<file path="config.mk">
export PLATFORM = sky130hd
export DESIGN_NAME = spi_slave_regfile_flat
export DESIGN_NICKNAME = d
export VERILOG_FILES = /design/src/rtl/spi_pkg.sv /design/src/rtl/spi_slave_regfile_if.sv /design/src/rtl/spi_sync_edge.sv /design/src/rtl/spi_slave_regfile.sv /design/src/flat_wrapper.sv
export SDC_FILE = /design/constraint.sdc
export NUM_CORES = 1
export LEC_CHECK = 0
export CELL_PAD_IN_SITES_DETAIL_PLACEMENT = 0
export CELL_PAD_IN_SITES_GLOBAL_PLACEMENT = 1
export CORE_UTILIZATION = 43
export CTS_CLUSTER_DIAMETER = 40
export DETAILED_ROUTE_END_ITERATION = 16
export PLACE_DENSITY = 0.83
export SLEW_MARGIN = 10
export SYNTH_ARGS = -nofsm -noshare
export SYNTH_HDL_FRONTEND = slang
export SYNTH_SLANG_ARGS = --single-unit
</file>
<file path="constraint.sdc">
create_clock -name clk -period 2.4 [get_ports clk]
set_input_delay 0.24 -clock clk [delete_from_list [all_inputs] [get_ports clk]]
set_output_delay 0.24 -clock clk [all_outputs]
set_load 0.01 [all_outputs]
</file>
<file path="src/rtl/spi_pkg.sv">
// Shared SPI frame layout and slave FSM encoding, used by both the SPI master
// and the slave register bank.
package spi_pkg;

  localparam logic        RW_WRITE   = 1'b1;
  localparam int unsigned RW_BIT     = 11;
  localparam int unsigned ADDR_MSB   = 10;
  localparam int unsigned ADDR_LSB   = 8;
  localparam int unsigned DATA_MSB   = 7;
  localparam int unsigned FRAME_BITS = 12;
  localparam int unsigned RD_BITS    = 8;

  typedef enum logic [1:0] {
    IDLE    = 2'd0,
    CMD     = 2'd1,
    RD_DATA = 2'd2,
    HOLD    = 2'd3
  } spi_state_e;

endpackage

</file>
<file path="src/rtl/spi_slave_regfile_if.sv">
// 4-wire SPI pin bundle between the master and the slave register bank.
interface spi_slave_regfile_if;

  logic sclk;
  logic cs;
  logic mosi;
  logic miso;

  modport master (output sclk, output cs, output mosi, input miso);
  modport slave  (input sclk, input cs, input mosi, output miso);

endinterface

</file>
<file path="src/rtl/spi_sync_edge.sv">
// Multi-flop synchronizer for an asynchronous SPI pin, with optional
// single-cycle rise/fall pulses derived from the synchronized level.
module spi_sync_edge #(
  parameter int unsigned STAGES    = 2,
  parameter logic        RESET_VAL = 1'b0,
  parameter bit          EDGE_DET  = 1'b1
) (
  input  logic clk,
  input  logic rst_n,
  input  logic d,
  output logic q,
  output logic rise,
  output logic fall
);

  logic [STAGES-1:0] sync_d, sync_q;

  always_comb begin
    sync_d = {sync_q[STAGES-2:0], d};
  end

  always_ff @(posedge clk or negedge rst_n) begin
    if (!rst_n) sync_q <= {STAGES{RESET_VAL}};
    else        sync_q <= sync_d;
  end

  assign q = sync_q[STAGES-1];

  if (EDGE_DET) begin : g_edge
    logic prev_d, prev_q;

    assign prev_d = q;

    always_ff @(posedge clk or negedge rst_n) begin
      if (!rst_n) prev_q <= RESET_VAL;
      else        prev_q <= prev_d;
    end

    assign rise = q & ~prev_q;
    assign fall = ~q & prev_q;
  end else begin : g_no_edge
    assign rise = 1'b0;
    assign fall = 1'b0;
  end

endmodule

</file>
<file path="src/rtl/spi_slave_regfile.sv">
// SPI slave register bank: decodes {rw, addr, data} frames from an oversampled
// SPI bus, plus a local parallel write port; all registers exported flat.
module spi_slave_regfile
  import spi_pkg::*;
#(
  parameter int unsigned           RW_FLAG     = 1,
  parameter int unsigned           ADDR_WIDTH  = ADDR_MSB - ADDR_LSB + 1,
  parameter int unsigned           DATA_WIDTH  = RD_BITS,
  parameter int unsigned           CMD_WIDTH   = RW_FLAG + ADDR_WIDTH + DATA_WIDTH,
  parameter int unsigned           SYNC_STAGES = 2,
  parameter logic [DATA_WIDTH-1:0] RESET_VAL   = '0
) (
  input  logic                                 clk,
  input  logic                                 rst_n,
  spi_slave_regfile_if.slave                   spi,
  input  logic                                 local_wr_en,
  input  logic [ADDR_WIDTH-1:0]                local_addr,
  input  logic [DATA_WIDTH-1:0]                local_wdata,
  output logic                                 spi_wr_pulse,
  output logic [ADDR_WIDTH-1:0]                spi_wr_addr,
  output logic [DATA_WIDTH-1:0]                spi_wr_data,
  output logic [DATA_WIDTH*(2**ADDR_WIDTH)-1:0] regs_flat
);

  localparam int unsigned DEPTH   = 2**ADDR_WIDTH;
  localparam int unsigned CNT_MAX = CMD_WIDTH + DATA_WIDTH;
  localparam int unsigned CNT_W   = $clog2(CNT_MAX + 1);

  localparam logic [CNT_W-1:0] CNT_CMD_LAST = CNT_W'(CMD_WIDTH - 1);
  localparam logic [CNT_W-1:0] CNT_CMD_DONE = CNT_W'(CMD_WIDTH);
  localparam logic [CNT_W-1:0] CNT_RD_LAST  = CNT_W'(CNT_MAX - 1);
  localparam logic [CNT_W-1:0] CNT_SAT      = CNT_W'(CNT_MAX);

  logic sclk_level_unused, sclk_rise, sclk_fall;
  logic cs_s, cs_rise, cs_fall_unused;
  logic mosi_s, mosi_rise_unused, mosi_fall_unused;

  spi_sync_edge #(.STAGES(SYNC_STAGES), .RESET_VAL(1'b0), .EDGE_DET(1'b1)) u_sync_sclk (
    .clk(clk), .rst_n(rst_n), .d(spi.sclk),
    .q(sclk_level_unused), .rise(sclk_rise), .fall(sclk_fall)
  );

  spi_sync_edge #(.STAGES(SYNC_STAGES), .RESET_VAL(1'b1), .EDGE_DET(1'b1)) u_sync_cs (
    .clk(clk), .rst_n(rst_n), .d(spi.cs),
    .q(cs_s), .rise(cs_rise), .fall(cs_fall_unused)
  );

  spi_sync_edge #(.STAGES(SYNC_STAGES), .RESET_VAL(1'b0), .EDGE_DET(1'b0)) u_sync_mosi (
    .clk(clk), .rst_n(rst_n), .d(spi.mosi),
    .q(mosi_s), .rise(mosi_rise_unused), .fall(mosi_fall_unused)
  );

  spi_state_e                state_d, state_q;
  logic [CNT_W-1:0]          bit_cnt_d, bit_cnt_q;
  logic [CMD_WIDTH-2:0]      cmd_d, cmd_q;
  logic [DATA_WIDTH-1:0]     rd_shift_d, rd_shift_q;
  logic                      miso_d, miso_q;
  logic                      wr_pulse_d, wr_pulse_q;
  logic [ADDR_WIDTH-1:0]     wr_addr_d, wr_addr_q;
  logic [DATA_WIDTH-1:0]     wr_data_d, wr_data_q;
  logic [DATA_WIDTH-1:0]     regs_d [DEPTH];
  logic [DATA_WIDTH-1:0]     regs_q [DEPTH];

  logic [CMD_WIDTH-1:0]      frame;
  logic [ADDR_WIDTH-1:0]     frame_addr;
  logic [DATA_WIDTH-1:0]     frame_data;
  logic                      frame_rw;

  // The current mosi bit completes the frame in the same cycle as the 12th rise.
  assign frame      = {cmd_q, mosi_s};
  assign frame_rw   = frame[CMD_WIDTH-1];
  assign frame_addr = frame[DATA_WIDTH +: ADDR_WIDTH];
  assign frame_data = frame[DATA_WIDTH-1:0];

  always_comb begin
    state_d    = state_q;
    bit_cnt_d  = bit_cnt_q;
    cmd_d      = cmd_q;
    rd_shift_d = rd_shift_q;
    miso_d     = miso_q;
    wr_pulse_d = 1'b0;
    wr_addr_d  = wr_addr_q;
    wr_data_d  = wr_data_q;
    regs_d     = regs_q;

    if (local_wr_en) regs_d[local_addr] = local_wdata;

    if (cs_rise) begin
      state_d   = IDLE;
      bit_cnt_d = '0;
      miso_d    = 1'b0;
    end else begin
      if (sclk_rise && state_q != IDLE && bit_cnt_q != CNT_SAT) begin
        bit_cnt_d = bit_cnt_q + 1'b1;
      end

      unique case (state_q)
        IDLE: begin
          bit_cnt_d = '0;
          miso_d    = 1'b0;
          if (!cs_s) state_d = CMD;
        end
        CMD: begin
          if (sclk_rise) begin
            cmd_d = frame[CMD_WIDTH-2:0];
            if (bit_cnt_q == CNT_CMD_LAST) begin
              if (frame_rw == RW_WRITE) begin
                // SPI commit is applied after the local write so it wins on a collision.
                regs_d[frame_addr] = frame_data;
                wr_pulse_d         = 1'b1;
                wr_addr_d          = frame_addr;
                wr_data_d          = frame_data;
                state_d            = HOLD;
              end else begin
                rd_shift_d = regs_q[frame_addr];
                miso_d     = regs_q[frame_addr][DATA_WIDTH-1];
                state_d    = RD_DATA;
              end
            end
          end
        end
        RD_DATA: begin
          if (sclk_rise) begin
            if (bit_cnt_q == CNT_RD_LAST) begin
              miso_d  = 1'b0;
              state_d = HOLD;
            end
          end else if (sclk_fall && bit_cnt_q > CNT_CMD_DONE && bit_cnt_q < CNT_SAT) begin
            rd_shift_d = rd_shift_q << 1;
            miso_d     = rd_shift_q[DATA_WIDTH-2];
          end
        end
        HOLD: begin
          miso_d = 1'b0;
        end
      endcase
    end
  end

  always_ff @(posedge clk or negedge rst_n) begin
    if (!rst_n) begin
      state_q    <= IDLE;
      bit_cnt_q  <= '0;
      cmd_q      <= '0;
      rd_shift_q <= '0;
      miso_q     <= 1'b0;
      wr_pulse_q <= 1'b0;
      wr_addr_q  <= '0;
      wr_data_q  <= '0;
      for (int unsigned i = 0; i < DEPTH; i++) regs_q[i] <= RESET_VAL;
    end else begin
      state_q    <= state_d;
      bit_cnt_q  <= bit_cnt_d;
      cmd_q      <= cmd_d;
      rd_shift_q <= rd_shift_d;
      miso_q     <= miso_d;
      wr_pulse_q <= wr_pulse_d;
      wr_addr_q  <= wr_addr_d;
      wr_data_q  <= wr_data_d;
      for (int unsigned i = 0; i < DEPTH; i++) regs_q[i] <= regs_d[i];
    end
  end

  assign spi.miso     = miso_q;
  assign spi_wr_pulse = wr_pulse_q;
  assign spi_wr_addr  = wr_addr_q;
  assign spi_wr_data  = wr_data_q;

  always_comb begin
    regs_flat = '0;
    for (int unsigned i = 0; i < DEPTH; i++) begin
      regs_flat[i*DATA_WIDTH +: DATA_WIDTH] = regs_q[i];
    end
  end

endmodule

</file>
<file path="src/flat_wrapper.sv">
// flat-port wrapper written by rule: the top's interface ports become plain ports
module spi_slave_regfile_flat import spi_pkg::*;
#(
  parameter int unsigned           RW_FLAG     = 1,
  parameter int unsigned           ADDR_WIDTH  = ADDR_MSB - ADDR_LSB + 1,
  parameter int unsigned           DATA_WIDTH  = RD_BITS,
  parameter int unsigned           CMD_WIDTH   = RW_FLAG + ADDR_WIDTH + DATA_WIDTH,
  parameter int unsigned           SYNC_STAGES = 2,
  parameter logic [DATA_WIDTH-1:0] RESET_VAL   = '0
)
  (clk, rst_n, local_wr_en, local_addr, local_wdata, spi_wr_pulse, spi_wr_addr, spi_wr_data, regs_flat, spi_sclk, spi_cs, spi_mosi, spi_miso);
  spi_slave_regfile_if spi_i ();
  input  logic clk;
  input  logic rst_n;
  input  logic local_wr_en;
  input  logic [ADDR_WIDTH-1:0] local_addr;
  input  logic [DATA_WIDTH-1:0] local_wdata;
  output logic spi_wr_pulse;
  output logic [ADDR_WIDTH-1:0] spi_wr_addr;
  output logic [DATA_WIDTH-1:0] spi_wr_data;
  output logic [DATA_WIDTH*(2**ADDR_WIDTH)-1:0] regs_flat;
  input wire logic [$bits(spi_i.sclk)-1:0] spi_sclk;
  input wire logic [$bits(spi_i.cs)-1:0] spi_cs;
  input wire logic [$bits(spi_i.mosi)-1:0] spi_mosi;
  output wire logic [$bits(spi_i.miso)-1:0] spi_miso;
  assign spi_i.sclk = spi_sclk;
  assign spi_i.cs = spi_cs;
  assign spi_i.mosi = spi_mosi;
  assign spi_miso = spi_i.miso;
  spi_slave_regfile #(.RW_FLAG(RW_FLAG), .ADDR_WIDTH(ADDR_WIDTH), .DATA_WIDTH(DATA_WIDTH), .CMD_WIDTH(CMD_WIDTH), .SYNC_STAGES(SYNC_STAGES), .RESET_VAL(RESET_VAL)) u_core (.clk(clk), .rst_n(rst_n), .spi(spi_i), .local_wr_en(local_wr_en), .local_addr(local_addr), .local_wdata(local_wdata), .spi_wr_pulse(spi_wr_pulse), .spi_wr_addr(spi_wr_addr), .spi_wr_data(spi_wr_data), .regs_flat(regs_flat));
endmodule
</file>
# Word-level counts from Yosys, hierarchy flattened
# Index checks and enable logic that the tools add are counted.
word_totals:
  regBits: 110
  in_bits: 17
  output_inout_bits: 77
  word_cells: 118
op_classes:
  addsub: 1
  n_lt_le_gt_ge: 6
  eq_ne: 19
  mux: 45
  bitwise_logic: 9
  n_reduce_logical: 17
ops:
  columns: ["cell", "count"]
  rows:
  - ["$mux W64", 6]
  - ["$bwmux W64", 2]
  - ["$demux W8 S3", 2]
  - ["$mux W7", 5]
  - ["$mux W8", 4]
  - ["$bmux W8 S3", 1]
  - ["$mux W5", 3]
  - ["$pmux W7 S2", 1]
  - ["$mux W1", 13]
  - ["$mux W2", 6]
  - ["$ne A3 B1 Y1 const B", 4]
  - ["$reduce_and A5 Y1", 2]
  - ["$ge A4 B4 Y1 const B", 2]
  - ["$lt A4 B1 Y1 const B", 2]
  - ["$not A3 Y4", 2]
  - ["$reduce_and A7 Y1", 1]
  - ["$logic_and A1 B1 Y1", 6]
  - ["$ne A2 B1 Y1 const B", 3]
  - ["$ne A3 B2 Y1 const B", 2]
  - ["$pmux W2 S3", 1]
  - ["$reduce_and A6 Y1", 1]
  - ["$add A5 B1 Y5 const B", 1]
  - ["$eq A5 B4 Y1 const B", 1]
  - ["$eq A5 B5 Y1 const B", 1]
  - ["17 further kinds", 25]

# Depth between registers and ports, before layout
depth:
  word_depth: 13
  mapped_depth: 8
  mapped_depth_nobuf: 7

# Hierarchy
# A second synthesis with hierarchy kept.
unflattened:
  hier_cells: 561
  hier_area_um2: 5783.0
by_module_without_submodules:
  columns: ["mod", "n_inst", "cells_per_inst", "area_per_inst_um2", "seq_area_each_um2"]
  rows:
  - ["spi_slave_regfile", 1, 546, 5530.3, 2552.4]
  - ["spi_sync_edge (u_core.u_sync_cs)", 1, 5, 93.8, 78.8]
  - ["spi_sync_edge (u_core.u_sync_sclk)", 1, 5, 90.1, 75.1]
  - ["spi_sync_edge (u_core.u_sync_mosi)", 1, 5, 68.8, 50.0]

# Worst setup path before layout
# No wires, ideal clock.
synth_path:
  path_type: "register -> register"
  from: "register u_core.bit_cnt_q[1]"
  to: "register u_core.miso_q, in the netlist u_core.spi.miso"
  setup_time_ps: 125
  t_arrival_ps: 1933
  required_ps: 2275
  path_slack_ps: 343
  stages_incl_launch_ff: 7
  path_buffers: 0
  period_less_slack_ps: 2057
  cell_sequence: "dfrtp_1 -> ha_1 -> or4bb_2 -> nand3_1 -> o22ai_1 -> a41oi_1 -> mux2_2"
synth_between:
  elab_chain_cells: 5
  elab_cells_between_ends: 10
  classes_between: "order compare (2); eq/ne (5); reduce/logical (3)"
synth_rtl:
  columns: ["item", "line", "source"]
  rows:
  - ["from (decl)", "spi_slave_regfile.sv:54", "logic [CNT_W-1:0] bit_cnt_d, bit_cnt_q;"]
  - ["from (signal assigned)", "spi_slave_regfile.sv:153", "bit_cnt_q <= bit_cnt_d;"]
  - ["$gt A5 B4 Y1", "spi_slave_regfile.sv:128", "end else if (sclk_fall && bit_cnt_q > CNT_CMD_DONE && bit_cnt_q < CNT_SAT) begin"]
  - ["$logic_and A1 B1 Y1 (2 in series)", "spi_slave_regfile.sv:128", null]
  - ["$ne A4 B1 Y1 (no source line)", null, null]
  - ["$reduce_and A5 Y1 (no source line) (*)", null, null]
  - ["to (signal assigned)", "spi_slave_regfile.sv:156", "miso_q <= miso_d;"]
  - ["to (decl)", "spi_slave_regfile.sv:57", "logic miso_d, miso_q;"]
# Every way passes the cells marked *; elsewhere a longest branch is shown, timed or not.
# A chain may end at the register's enable or synchronous reset.

# Final worst setup path
# Same ends and word-level chain as after synthesis.

==> results.json <==
{
  "final_cells": 793,
  "syn_nets": 544,
  "cp-start-kind": "register",
  "vdd_ir_drop_max_mv": 0.449,
  "worst-r2r-setup-slack_ns": 0.15,
  "syn-instance-count": 522,
  "antenna_found_initial": 0,
  "hold_path_class": "input port to register",
  "initial_core_util_pct": 44.3,
  "rr_worst_depth": 6,
  "cts_tree": "done",
  "die_area_um2": 14100,
  "max-slew-margin-rel_pct": 51.1,
  "gp_congestion": 0.857,
  "max_freq_ghz": 0.445,
  "post-cts-setup-buffers": 0,
  "rsz0062_at_grt": "no",
  "die_x_um": 119,
  "synth-seq-cells": 110,
  "clock_latency_ns": 0.36,
  "cap_violations": 0,
  "tightest_slew_ns": 0.730,
  "drtIter0Drc": 282,
  "netlist_area_um2": 5860,
  "critPathKind": "register to register",
  "path_cells": "ha_1 -> or4bb_2 -> nand3_1 -> o22ai_1 -> a41oi_1 -> mux2_2",
  "die_height_um": 119,
  "synth_edf_count": 0,
  "placementRows": 42,
  "synthFlopType": "dfrtp_1",
  "slowest_delay_ns": 0.65,
  "grt_pass1_wl_um": 24900,
  "ant_nets": 0,
  "grt_max_degree": 60,
  "cp-startpoint": "u_core.bit_cnt_q[1]$_DFFE_PN0P_",
  "portBuffers": 93,
  "crit_required_ns": 2.64,
  "cts_buffers": 9,
  "clock_skew_ns": 0.00854,
  "ys_types": 52,
  "final.min_clock_period_ns": 2.25,
  "slew_viol_final": 0,
  "p_leak_nw": 3.00,
  "cp-end-kind": "register",
  "num_vias": 4435,
  "dp_hpwl_um": 11200,
  "syn_avg_cell_area_um2": 11.2,
  "synthToLayoutAreaGrowth_pct": 23.9,
  "arrival_ns": 2.49,
  "cts_buffer_depth": 2,
  "drt-total-wl_um": 15500,
  "ios": 94,
  "post_drt_wl_per_cell_um": 19.5,
  "r2r_end": "u_core.spi.miso$_DFFE_PN0P_",
  "async_flop_share_pct": 100,
  "grt_pass1_vias": 4424,
  "antenna_cells": 0,
  "clockRootBuffer": "clkbuf_16",
  "fin_crit_sh_pct": 93.7,
  "design.core.area_um2": 13200,
  "hold_violations": 0,
  "crit_slowest_cell": "or4bb_2",
  "ys_seq_area_share_pct": 47.0,
  "drc_errors": 0,
  "power_density_nw_per_um2": 826,
  "cts_sinks": 110,
  "crit_fanout": 5,
  "synth.yosys.warnings": 0,
  "htreeDepth": 3,
  "cp-endpoint": "u_core.spi.miso$_DFFE_PN0P_",
  "final_nets": 634,
  "grt_overflow": 0,
  "grtUsageTotal_pct": 23.3,
  "clk_pin_slew_ns": 0.07,
  "dp_cells": 776,
  "setup_tns_ns": 0,
  "rr_startpoint": "u_core.bit_cnt_q[1]$_DFFE_PN0P_",
  "drive_gt1_share_pct": 17.7,
  "status": "finished clean",
  "drtPass1Iterations": 5,
  "vias_per_cell": 5.59,
  "setup_viol": 0,
  "postCtsResizedCells": 0
}
## report_power, final
group / internal (mW) / leakage, nW / switching (mW)
clock network: 0.813 / 0.140 / 0.684
registers: 2.24 / 1.32 / 0.483
logic: 0.979 / 1.54 / 0.803
total: 4.03 / 3.00 / 1.97
## routing by layer
metal / wire length, um / vias to the layer above / track usage, %
met5: 0 / - / 0
met4: 343 / 0 / 9.26
met3: 829 / 20 / 4.20
met2: 7330 / 142 / 37.1
met1: 7000 / 2225 / 31.6
li1: - / 2048 / -
## critical path: cells and delay by family (launching register included)
| family | cells | cell delay (ns) |
|---|---|---|
| fa+ha+maj | 1 | 0.30 |
| compound gates | 2 | 0.31 |
| simple gates | 2 | 0.76 |
| flops | 1 | 0.42 |
| mux | 1 | 0.36 |
## layout make-up
class | count | area (um2)
Fill cell | 1147 | 5980
Multi-Input combinational cell | 357 | 2770
Sequential cell | 110 | 2760
Timing Repair Buffer | 126 | 1190
Clock buffer | 11 | 233
Tap cell | 176 | 220
Clock inverter | 5 | 60.1
Inverter | 8 | 30.0
## sequential cells by signal, summed over array words and instances (netlist names)
| signal | cells |
|---|---|
| u_core.state_q | 2 |
| u_core.u_sync_sclk.sync_q | 2 |
| u_core.u_sync_mosi.sync_q | 2 |
| u_core.u_sync_cs.g_edge.prev_q | 1 |
| u_core.u_sync_cs.sync_q | 2 |
| u_core.spi_wr_addr | 3 |
| u_core.regs_flat | 64 |
| u_core.bit_cnt_q | 5 |
| u_core.u_sync_sclk.g_edge.prev_q | 1 |
| u_core.rd_shift_q | 7 |
| u_core.spi_wr_pulse | 1 |
| u_core.cmd_q | 11 |
| u_core.spi.miso | 1 |
| u_core.spi_wr_data | 8 |
## how the worst min path moves through the flow
stage                 from                                   end  slack [ns]  cells past startpoint
finish              spi_cs  u_core.u_sync_cs.sync_q[0]$_DFF_PN1_        0.29                      1
global route        spi_cs  u_core.u_sync_cs.sync_q[0]$_DFF_PN1_        0.27                      1
CTS                 spi_cs  u_core.u_sync_cs.sync_q[0]$_DFF_PN1_        0.28                      1
detailed placement   rst_n        u_core.regs_flat[29]$_DFF_PN0_        0.27                      1
global placement     rst_n        u_core.regs_flat[21]$_DFF_PN0_        0.26                      1
floorplan            rst_n       u_core.bit_cnt_q[0]$_DFFE_PN0P_       -0.06                      0
## cells by family after synthesis
logic type      Yosys count  synth area share (%)
simple gates            138                  13.9
fa+ha+maj                 5                  1.07
flops                   110                  47.0
buf+inv                  55                  5.74
mux                     109                  21.3
compound gates          102                  10.5
xor+xnor                  3                 0.448
## repair_timing
item / CTS / global route
hold buffers: 1 / 0
setup endpoints to repair: 0 / 0
hold endpoints to repair: 33 / 0
## cells in the mapped netlist (5+ instances only)
cell,n,area [um2]
dfrtp_1,107,2680
nand2_1,75,282
mux2i_1,71,711
o21ai_0,62,310
mux2_2,28,315
buf_1,16,60.1
buf_6,14,158
mux4_2,10,225
a221oi_1,9,78.8
nor2_1,9,33.8
buf_2,8,40.0
nor4_4,8,170
o21ai_1,8,40.0
inv_1,7,26.3
nand3_1,7,35.0
nor2b_1,7,43.8
nand2b_1,6,37.5
clkbuf_1,5,18.8
ha_1,5,62.6
## through the flow
step	hold WS, ns	setup WS (ns)	util [%]	total power, mW	cell area, um2
global route	0.273	0.0188	54.9	6.31	7260
global placement	0.265	0.269	52.6	4.45	6960
detailed placement	0.275	0.165	52.6	4.53	6960
CTS	0.279	0.146	54.9	6.03	7260
finish	0.286	0.151	54.9	6.00	7260
floorplan	-0.0556	0.343	-	3.65	5860
## cells in the final DEF, fill, tap and decap left out, types with 4 or more instances in the layout
cell,synthesis,routed
nand3_1,7,7
o21ai_2,4,4
mux2i_1,71,71
nand2_1,75,75
dfrtp_1,107,107
mux4_2,10,10
o21ai_0,62,62
clkdlybuf4s50_1,0,92
ha_1,5,5
a221oi_1,9,9
o21ai_1,8,8
clkbuf_16,0,9
nor2_1,9,9
buf_4,4,32
mux2_2,28,28
nor2b_1,7,7
inv_1,7,7
nor4_4,8,8
nand2b_1,6,6
Note: power is estimated with default switching activity, not from simulation.
